==> config.mk <==
export PLATFORM = sky130hd
export DESIGN_NAME = dac_spi_tx
export DESIGN_NICKNAME = d
export VERILOG_FILES = /design/src/rtl/dac_spi_pkg.sv /design/src/rtl/dac_spi_tx.sv
export SDC_FILE = /design/constraint.sdc
export NUM_CORES = 1
export LEC_CHECK = 0
export CAP_MARGIN = 30
export CORE_ASPECT_RATIO = 1.1
export CORE_MARGIN = 5
export CORE_UTILIZATION = 53
export DETAILED_ROUTE_END_ITERATION = 6
export PLACE_DENSITY = 0.86
export SYNTH_ARGS = -nofsm -noshare
export SYNTH_HDL_FRONTEND = slang
export SYNTH_SLANG_ARGS = --single-unit
==> constraint.sdc <==
create_clock -name clk -period 2 [get_ports clk]
set_input_delay 0.4 -clock clk [delete_from_list [all_inputs] [get_ports clk]]
set_output_delay 0.4 -clock clk [all_outputs]
set_load 0.02 [all_outputs]
==> src/rtl/dac_spi_pkg.sv <==
// Shared types and defaults for the serial DAC write master.
package dac_spi_pkg;

  localparam int unsigned DAC_W       = 24;
  localparam int unsigned DEF_CLK_DIV = 2;
  localparam int unsigned DEF_T_CSH   = 4;

  typedef enum logic [1:0] {
    StIdle,
    StShift,
    StHold,
    StGap
  } state_e;

  function automatic int unsigned max_u(input int unsigned a, input int unsigned b);
    return (a > b) ? a : b;
  endfunction

  // Counter width able to hold 0..n-1, never narrower than one bit.
  function automatic int unsigned cnt_w(input int unsigned n);
    return (n > 1) ? $clog2(n) : 1;
  endfunction

endpackage

==> src/rtl/dac_spi_tx.sv <==
// SPI write master for the serial DAC: one sample per handshake, shifted out MSB-first
// with registered cs/sclk/mosi and an enforced cs-high gap between frames.
module dac_spi_tx
  import dac_spi_pkg::*;
#(
  parameter int unsigned DATA_W  = DAC_W,
  parameter int unsigned CLK_DIV = DEF_CLK_DIV,
  parameter int unsigned T_CSH   = DEF_T_CSH
) (
  input  logic              clk,
  input  logic              rst,
  input  logic [DATA_W-1:0] din,
  input  logic              din_valid,
  output logic              din_ready,
  output logic              busy,
  output logic              done,
  output logic              cs,
  output logic              sclk,
  output logic              mosi
);

  localparam int unsigned GapMax = max_u(T_CSH, CLK_DIV);
  localparam int unsigned DivW   = cnt_w(CLK_DIV);
  localparam int unsigned HalfW  = cnt_w(2 * DATA_W);
  localparam int unsigned GapW   = cnt_w(GapMax);

  localparam logic [DivW-1:0]  DivLast  = DivW'(CLK_DIV - 1);
  localparam logic [HalfW-1:0] HalfLast = HalfW'(2 * DATA_W - 1);
  localparam logic [GapW-1:0]  HoldLast = GapW'(CLK_DIV - 1);
  localparam logic [GapW-1:0]  GapLast  = GapW'(T_CSH - 1);

  state_e             state_q, state_d;
  logic [DivW-1:0]    div_q, div_d;
  logic [HalfW-1:0]   half_q, half_d;
  logic [GapW-1:0]    gap_q, gap_d;
  logic [DATA_W-1:0]  shreg_q, shreg_d;
  logic               cs_q, cs_d;
  logic               sclk_q, sclk_d;
  logic               mosi_q, mosi_d;
  logic               done_q, done_d;

  assign din_ready = (state_q == StIdle) && !rst;
  assign busy      = (state_q != StIdle);
  assign done      = done_q;
  assign cs        = cs_q;
  assign sclk      = sclk_q;
  assign mosi      = mosi_q;

  always_ff @(posedge clk) begin
    if (rst) begin
      state_q <= StIdle;
      div_q   <= '0;
      half_q  <= '0;
      gap_q   <= '0;
      shreg_q <= '0;
      cs_q    <= 1'b1;
      sclk_q  <= 1'b0;
      mosi_q  <= 1'b0;
      done_q  <= 1'b0;
    end else begin
      state_q <= state_d;
      div_q   <= div_d;
      half_q  <= half_d;
      gap_q   <= gap_d;
      shreg_q <= shreg_d;
      cs_q    <= cs_d;
      sclk_q  <= sclk_d;
      mosi_q  <= mosi_d;
      done_q  <= done_d;
    end
  end

  always_comb begin
    state_d = state_q;
    div_d   = div_q;
    half_d  = half_q;
    gap_d   = gap_q;
    shreg_d = shreg_q;
    cs_d    = cs_q;
    sclk_d  = sclk_q;
    mosi_d  = mosi_q;
    done_d  = 1'b0;

    unique case (state_q)
      StIdle: begin
        cs_d   = 1'b1;
        sclk_d = 1'b0;
        mosi_d = 1'b0;
        if (din_valid) begin
          // MSB goes straight onto the pin so it is valid in the first SHIFT cycle.
          state_d = StShift;
          mosi_d  = din[DATA_W-1];
          shreg_d = {din[DATA_W-2:0], 1'b0};
          cs_d    = 1'b0;
          div_d   = '0;
          half_d  = '0;
        end
      end

      StShift: begin
        cs_d = 1'b0;
        if (div_q == DivLast) begin
          div_d = '0;
          if (half_q == HalfLast) begin
            state_d = StHold;
            sclk_d  = 1'b0;
            gap_d   = '0;
          end else begin
            half_d = half_q + HalfW'(1);
            // Odd half = sclk high; leaving it starts the next bit slot with sclk falling.
            sclk_d = ~half_q[0];
            if (half_q[0]) begin
              mosi_d  = shreg_q[DATA_W-1];
              shreg_d = {shreg_q[DATA_W-2:0], 1'b0};
            end
          end
        end else begin
          div_d = div_q + DivW'(1);
        end
      end

      StHold: begin
        cs_d   = 1'b0;
        sclk_d = 1'b0;
        if (gap_q == HoldLast) begin
          state_d = StGap;
          gap_d   = '0;
          cs_d    = 1'b1;
          mosi_d  = 1'b0;
          done_d  = 1'b1;
        end else begin
          gap_d = gap_q + GapW'(1);
        end
      end

      StGap: begin
        cs_d   = 1'b1;
        sclk_d = 1'b0;
        mosi_d = 1'b0;
        if (gap_q == GapLast) begin
          state_d = StIdle;
          gap_d   = '0;
        end else begin
          gap_d = gap_q + GapW'(1);
        end
      end

      default: state_d = StIdle;
    endcase
  end

endmodule
==> results.toml <==
[setup_path]
cp.required_ns = 2.21
cp.arrival_ns = 2.06
startpoint_type = "register"
critPathCaptureType = "register"
cp_slowest_cell = "or4_1"
critPathTopFamily = "simple AND/OR/NAND/NOR gates"
slowest_delay_ns = 0.46
cp.depth = 6
path_buf_inv = 1
crit_chain = "inv_1 -> ha_1 -> nor2b_2 -> or2_4 -> or4_1 -> a31oi_1"
critical_path_class = "register to register"
path_max_fanout = 6
worst_r2r_path_depth = 6

[power]
total_power_mw = 3.58
p_leak_nw = 0.940
power_density_nw_per_um2 = 1390
irDropWorstVdd_uv = 760

[global_route]
grt_usage_pct = 18.9
antenna_found_initial = 0
grt_pass1_vias = 1825
overflow = 0
grt_pass1_wl_mm = 8.09
grt_max_degree = 42

[place]
globalplace.congestion = 0.847
place.detailed.hpwl_mm = 3.28
portBuffers = 32
dpl_cell_area_um2 = 2500
dp_slack_ns = -0.0134

[synthesis]
synth-compound-area-share_pct = 26.3
synth-seq-cells = 38
synth_top_family_by_area = "compound AO/OA/AOI/OAI gates"
synth_cell_type_count = 35
synth_seq_area_share_pct = 36.8
synthAdderAreaFrac_pct = 5.45
syn_area_um2 = 2070
syn_nets = 260
synth-xor-area-share_pct = 0
yosys.area_share.simple_pct = 13.7
synth_top_area_share_pct = 36.8
synthTopCellsByArea = "dfxtp_1 37%, a211oi_1 16%, mux2i_1 12%"
syn_inst = 224
yosys.area.top_type = "dfxtp_1"
yosysWarnings = 0
synth.mux.area_fraction_pct = 12.7
synth_area_per_cell_um2 = 9.22

[finish]
multiInputGateArea_um2 = 1200
drive_above_1_share_pct = 13.1
ff_latch_area_um2 = 762
n_fill_cell = 297
area_delta_synth_final_pct = 24.7
final_cell_area_um2 = 2570
nets = 296
diodes = 0

[sta]
fin_ws_ns = 0.148
hold_viol = 0
fin_skew_ns = 0.00630
slew_headroom_pct = 72.3
tightest_slew_ns = 0.416
final_max_slew_viol_count = 0
finalSetupViolations = 0
max_freq_mhz = 540
fin_setup_tns_ns = 0
rsz0062_at_grt = "no"
finalCritPeriodShare_pct = 92.6
period_needed_ns = 1.85

[clock_network]
clock_path_buffers = 2
numCtsBuffers = 5
cts_root_buf = "clkbuf_8"
clkSinkCount = 38
clk_pin_slew_ns = 0.07
cts_tree = "built"
insertion_delay_ns = 0.29
htreeDepth = 2
holdBufCountCts = 0

[run_status]
run_status = "finished clean"

[floorplanning]
io_pins = 33
die_w_um = 69.5
die-area_um2 = 5250
initial_utilization_pct = 55.6
core.rowCount = 23
die_y_um = 75.5
design.core.area_um2 = 3710

[route]
route.detailed.drc = 0
vias_per_cell = 5.90
wire_per_inst_um = 15.2
first_iter_violations = 148
first_pass_iters = 4
drtAntennaViolNets = 0
dr_total_vias = 1828
wl_mm = 4.70

[hold_path]
holdPathStages = 2
holdCritPathClass = "register to register"

[flow_run]
cap_viol_max_count = 0
## cell type report
type                    instances  share of cell area [%]
repair buffers                 46                    17.2
clock buffers                   5                    2.67
flip-flops and latches         38                    29.6
well taps                      50                    2.43
inverters                       7                    1.02
multi-input cells             162                    46.6
clock inverters                 2                   0.389
## Yosys cell counts (all sizes together)
cell type / count
a211oi: 47
dfxtp: 38
mux2i: 24
a21oi: 13
clkbuf: 11
ha: 9
nand2: 8
nand2b: 8
nand3: 8
nor2: 8
inv: 7
o21ai: 7
buf: 6
nor3: 6
nor2b: 4
a22oi: 3
a31oi: 2
and3: 2
mux2: 2
or2: 2
a2111o: 1
a21o: 1
a22o: 1
nor4: 1
o31a: 1
o32ai: 1
or3: 1
or4: 1
or4b: 1
## timing repair
item / CTS / global route
setup endpoints to repair: 2 / 6
resized for setup: 2 / 3
setup buffers: 0 / 0
endpoints found under the hold margin: 0 / 0
## per-stage QoR
stage	util [%]	std cells	hold slack, ns
after detailed placement	67.4	303	0.445
final	69.4	310	0.448
after CTS	69.4	310	0.453
after floorplan	-	224	0.461
after global placement	67.4	303	0.439
after global routing	69.4	310	0.474
## power breakdown
group | switching (mW) | total [mW] | internal, mW
logic | 0.981 | 1.86 | 0.883
clock network | 0.258 | 0.492 | 0.234
registers | 0.173 | 1.22 | 1.05
total | 1.41 | 3.58 | 2.17
## path summary, 6_finish.rpt
| kind | from | to | slack (ns) |
|---|---|---|---|
| worst min-delay path | sclk | sclk | 0.45 |
| worst max register to register | state_q[1] | half_q[5] | 0.15 |
| worst max-delay path | state_q[1] | half_q[5] | 0.15 |
| worst min register to register | sclk | sclk | 0.45 |
## flip-flops by register name, indices dropped and copies added (netlist names)
name / flops
shreg_q: 23
half_q: 6
gap_q: 2
state_q: 2
cs: 1
div_q: 1
done: 1
mosi: 1
sclk: 1
## worst reg2reg max path, cell delays in order, from the launching register on
cell	delay, ns
dfxtp_2	0.36
inv_1	0.08
ha_1	0.23
nor2b_2	0.21
or2_4	0.28
or4_1	0.46
a31oi_1	0.17
## cell families after synthesis
family	count (synthesis)
fa+ha+maj	9
mux	26
flops	38
buf+inv	24
compound gates	77
simple gates	50
## cells in the final DEF (no fill, tap or decap), types with 2 or more instances in the layout
master	Yosys	layout
a211oi_1	45	45
dfxtp_1	38	37
clkdlybuf4s50_1	0	30
mux2i_1	24	24
a21oi_1	13	13
buf_4	0	12
ha_1	9	9
nor2_1	8	8
nand2_1	8	8
nand3_1	8	8
nand2b_1	8	8
inv_1	7	7
o21ai_0	7	7
clkbuf_8	0	5
nor3_1	4	4
a22oi_1	3	3
and3_1	2	2
nor2b_1	2	2
nor3_2	2	2
a211oi_2	2	2
a31oi_1	2	2
mux2_2	2	2
clkinv_2	0	2
buf_12	0	2
## metal layers
layer,wire length (µm),vias up,GRT usage [%]
met1,2130,851,23.4
met3,207,9,3.56
li1,-,921,-
met4,82,0,8.24
met5,0,-,0
met2,2280,47,32.9
(Power assumes the default switching activity.)
==> edit: new RTL, config.mk and constraints unchanged <==
Change the package constant `DEF_T_CSH` from 4 to 3.
--- a/src/rtl/dac_spi_pkg.sv
+++ b/src/rtl/dac_spi_pkg.sv
@@ -3,7 +3,7 @@
 
   localparam int unsigned DAC_W       = 24;
   localparam int unsigned DEF_CLK_DIV = 2;
-  localparam int unsigned DEF_T_CSH   = 4;
+  localparam int unsigned DEF_T_CSH   = 3;
 
   typedef enum logic [1:0] {
     StIdle,
Behaviour: no difference found for any inputs over 10 cycles, from zero or initial values and one cycle with rst high; that may be too few to reach the edited logic, so the function may still have changed.
==> edit against the unedited design <==
- power rose by 8.4%
- first-iteration DRC count is 31% lower
- highest routed layer unchanged
- cell area grew 0.73%
- critical path depth fell by 1
- area after synthesis increased by 1.3%
- worst hold slack better by 0.0092 ns
- sequential cell count unchanged
- utilization fell by 2.9 points
- routed wire length fell by 0.81%
- setup slack got worse by 0.039 ns
- non-clock buffer count is 5 lower
- via count fell by 6.5%
- largest power group unchanged
==> edit: results (changes against the unedited design) <==
firstDrtPassIters: 4  # unchanged
reg2reg_to: "state_q[0]"
port-buffer-count: 32  # unchanged
r2r-start: "state_q[1]"
hold_depth: 2  # unchanged
top_regs: "shreg_q (23), half_q (6)"
async_reset_ff_share_pct: 0  # unchanged
synth_warnings: 0  # unchanged
crit_family: "buffers and inverters"
status: "complete, no violations"
wl_per_cell_um: 15.7  # +3.2%
syn_nets: 245  # -5.8%
final.setup_skew_ns: 0.00541  # -0.000895 ns
cts_inserted_buffers: 5  # unchanged
clock_latency_ns: 0.29  # about the same
top_register: "shreg_q"
ys_seq_area_share_pct: 36.4  # -0.46 points
tightest_slew_ns: 0.495  # +0.0793 ns
place_ws_ns: 0.141  # +0.154 ns
drtIter0Drc: 102  # -31%
grt_pass1_wl_um: 7710  # -4.8%
grt_pass1_vias: 1668  # -8.6%
hpwl_um: 3180  # -3.0%
drive_above_1_share_pct: 18.7  # +5.6 points
yosys-top-cells-area: "dfxtp_1 (36%), a211oi_2 (12%), mux2i_1 (12%), a21oi_1 (7.7%), ha_1 (3.6%)"
r2r_setup_slack_ns: 0.18  # +0.03 ns
cts-root-buf: "clkbuf_8"
postRouteAntennaNets: 0  # unchanged
antenna_found_initial: 0  # unchanged
leakagePower_nw: 0.921  # -2.0%
synthTopCellsByCount: "dfxtp_1 (38), a21oi_1 (32), mux2i_1 (25)"
vias: 1709  # -6.5%
peakVddDrop_mv: 0.837  # +10%
netlist-cell-type-count: 44  # +26%
place_congestion: 0.800  # -5.6%
grt_max_degree: 37  # -12%
cts_max_path_buffers: 2  # unchanged
hp-start: "sclk"
htree_levels: 2  # unchanged
grt_util_all_layers_pct: 18.1  # -0.82 points
crit_path_max_fanout: 4  # -2
critPathArrivalTime_ns: 1.49  # -0.57 ns
min_to: "sclk"
slowest_stage: "dfxtp_1"
nets: 278  # -6.1%
slowest_delay_ns: 0.38  # -0.08 ns
## edit: final cells by class
class,count,area (µm²)
Sequential cell,38,762
Clock inverter,2,60.1
Multi-Input combinational cell,153,1220
Inverter,6,22.5
Timing Repair Buffer,41,380
Tap cell,52,65.1
Fill cell,332,1310
Clock buffer,6,82.6
## edit: repair_timing
item | in CTS | in global routing
endpoints found under the setup margin | 2 | 1
hold endpoints to repair | 0 | 0
gates resized for setup | 2 | 1
buffers inserted | 0 | 0
## edit: worst max-delay path by stage
| stage | slack [ns] | startpoint | end |
|---|---|---|---|
| final | 0.11 | state_q[1] | din_ready |
| after CTS | 0.06 | state_q[0] | din_ready |
| after global routing | 0.008 | state_q[1] | din_ready |
| after floorplan | 0.35 | state_q[0] | gap_q[1] |
| after global placement | 0.18 | state_q[0] | busy |
| after detailed placement | 0.14 | state_q[0] | busy |
## edit: worst reg2reg max path, cell delays in order (launching register included)
cell	delay [ns]
dfxtp_1	0.34
inv_1	0.12
ha_2	0.36
buf_4	0.33
o31ai_1	0.17
o211a_1	0.19
o211a_1	0.20
## edit: metrics by stage
step           total power, mW  cell area (µm²)  hold slack [ns]  util (%)  std cells
4_1_cts                   3.89             2590            0.460      66.4        298
3_5_place_dp              3.07             2450            0.449      62.8        290
3_3_place_gp              3.02             2450            0.440      62.8        290
2_1_floorplan             2.66             2090            0.468         -        212
5_1_grt                   4.11             2590            0.485      66.4        298
6_report                  3.88             2590            0.458      66.4        298
## edit: report_power, final
| part | switching (mW) | internal (mW) | leakage [nW] |
|---|---|---|---|
| logic | 1.06 | 0.826 | 0.537 |
| registers | 0.155 | 1.02 | 0.312 |
| clock network | 0.287 | 0.532 | 0.0714 |
## edit: cell families after synthesis
logic type / after synthesis / share of synthesized area (%)
mux: 26 / 12.5
compound gates: 75 / 29.6
simple gates: 45 / 12.1
xor+xnor: 1 / 0.419
fa+ha+maj: 6 / 3.59
flops: 38 / 36.4
buf+inv: 21 / 5.38
## edit: layer usage
metal / wire length, µm / up-vias / share of wire, % / track usage, %
met1: 2040 / 816 / 44 / 21.3
met3: 165 / 6 / 3.5 / 4.49
met4: 43 / 0 / 0.92 / 5.96
met2: 2420 / 29 / 52 / 32.9
li1: - / 858 / - / -
met5: 0 / - / 0 / 0
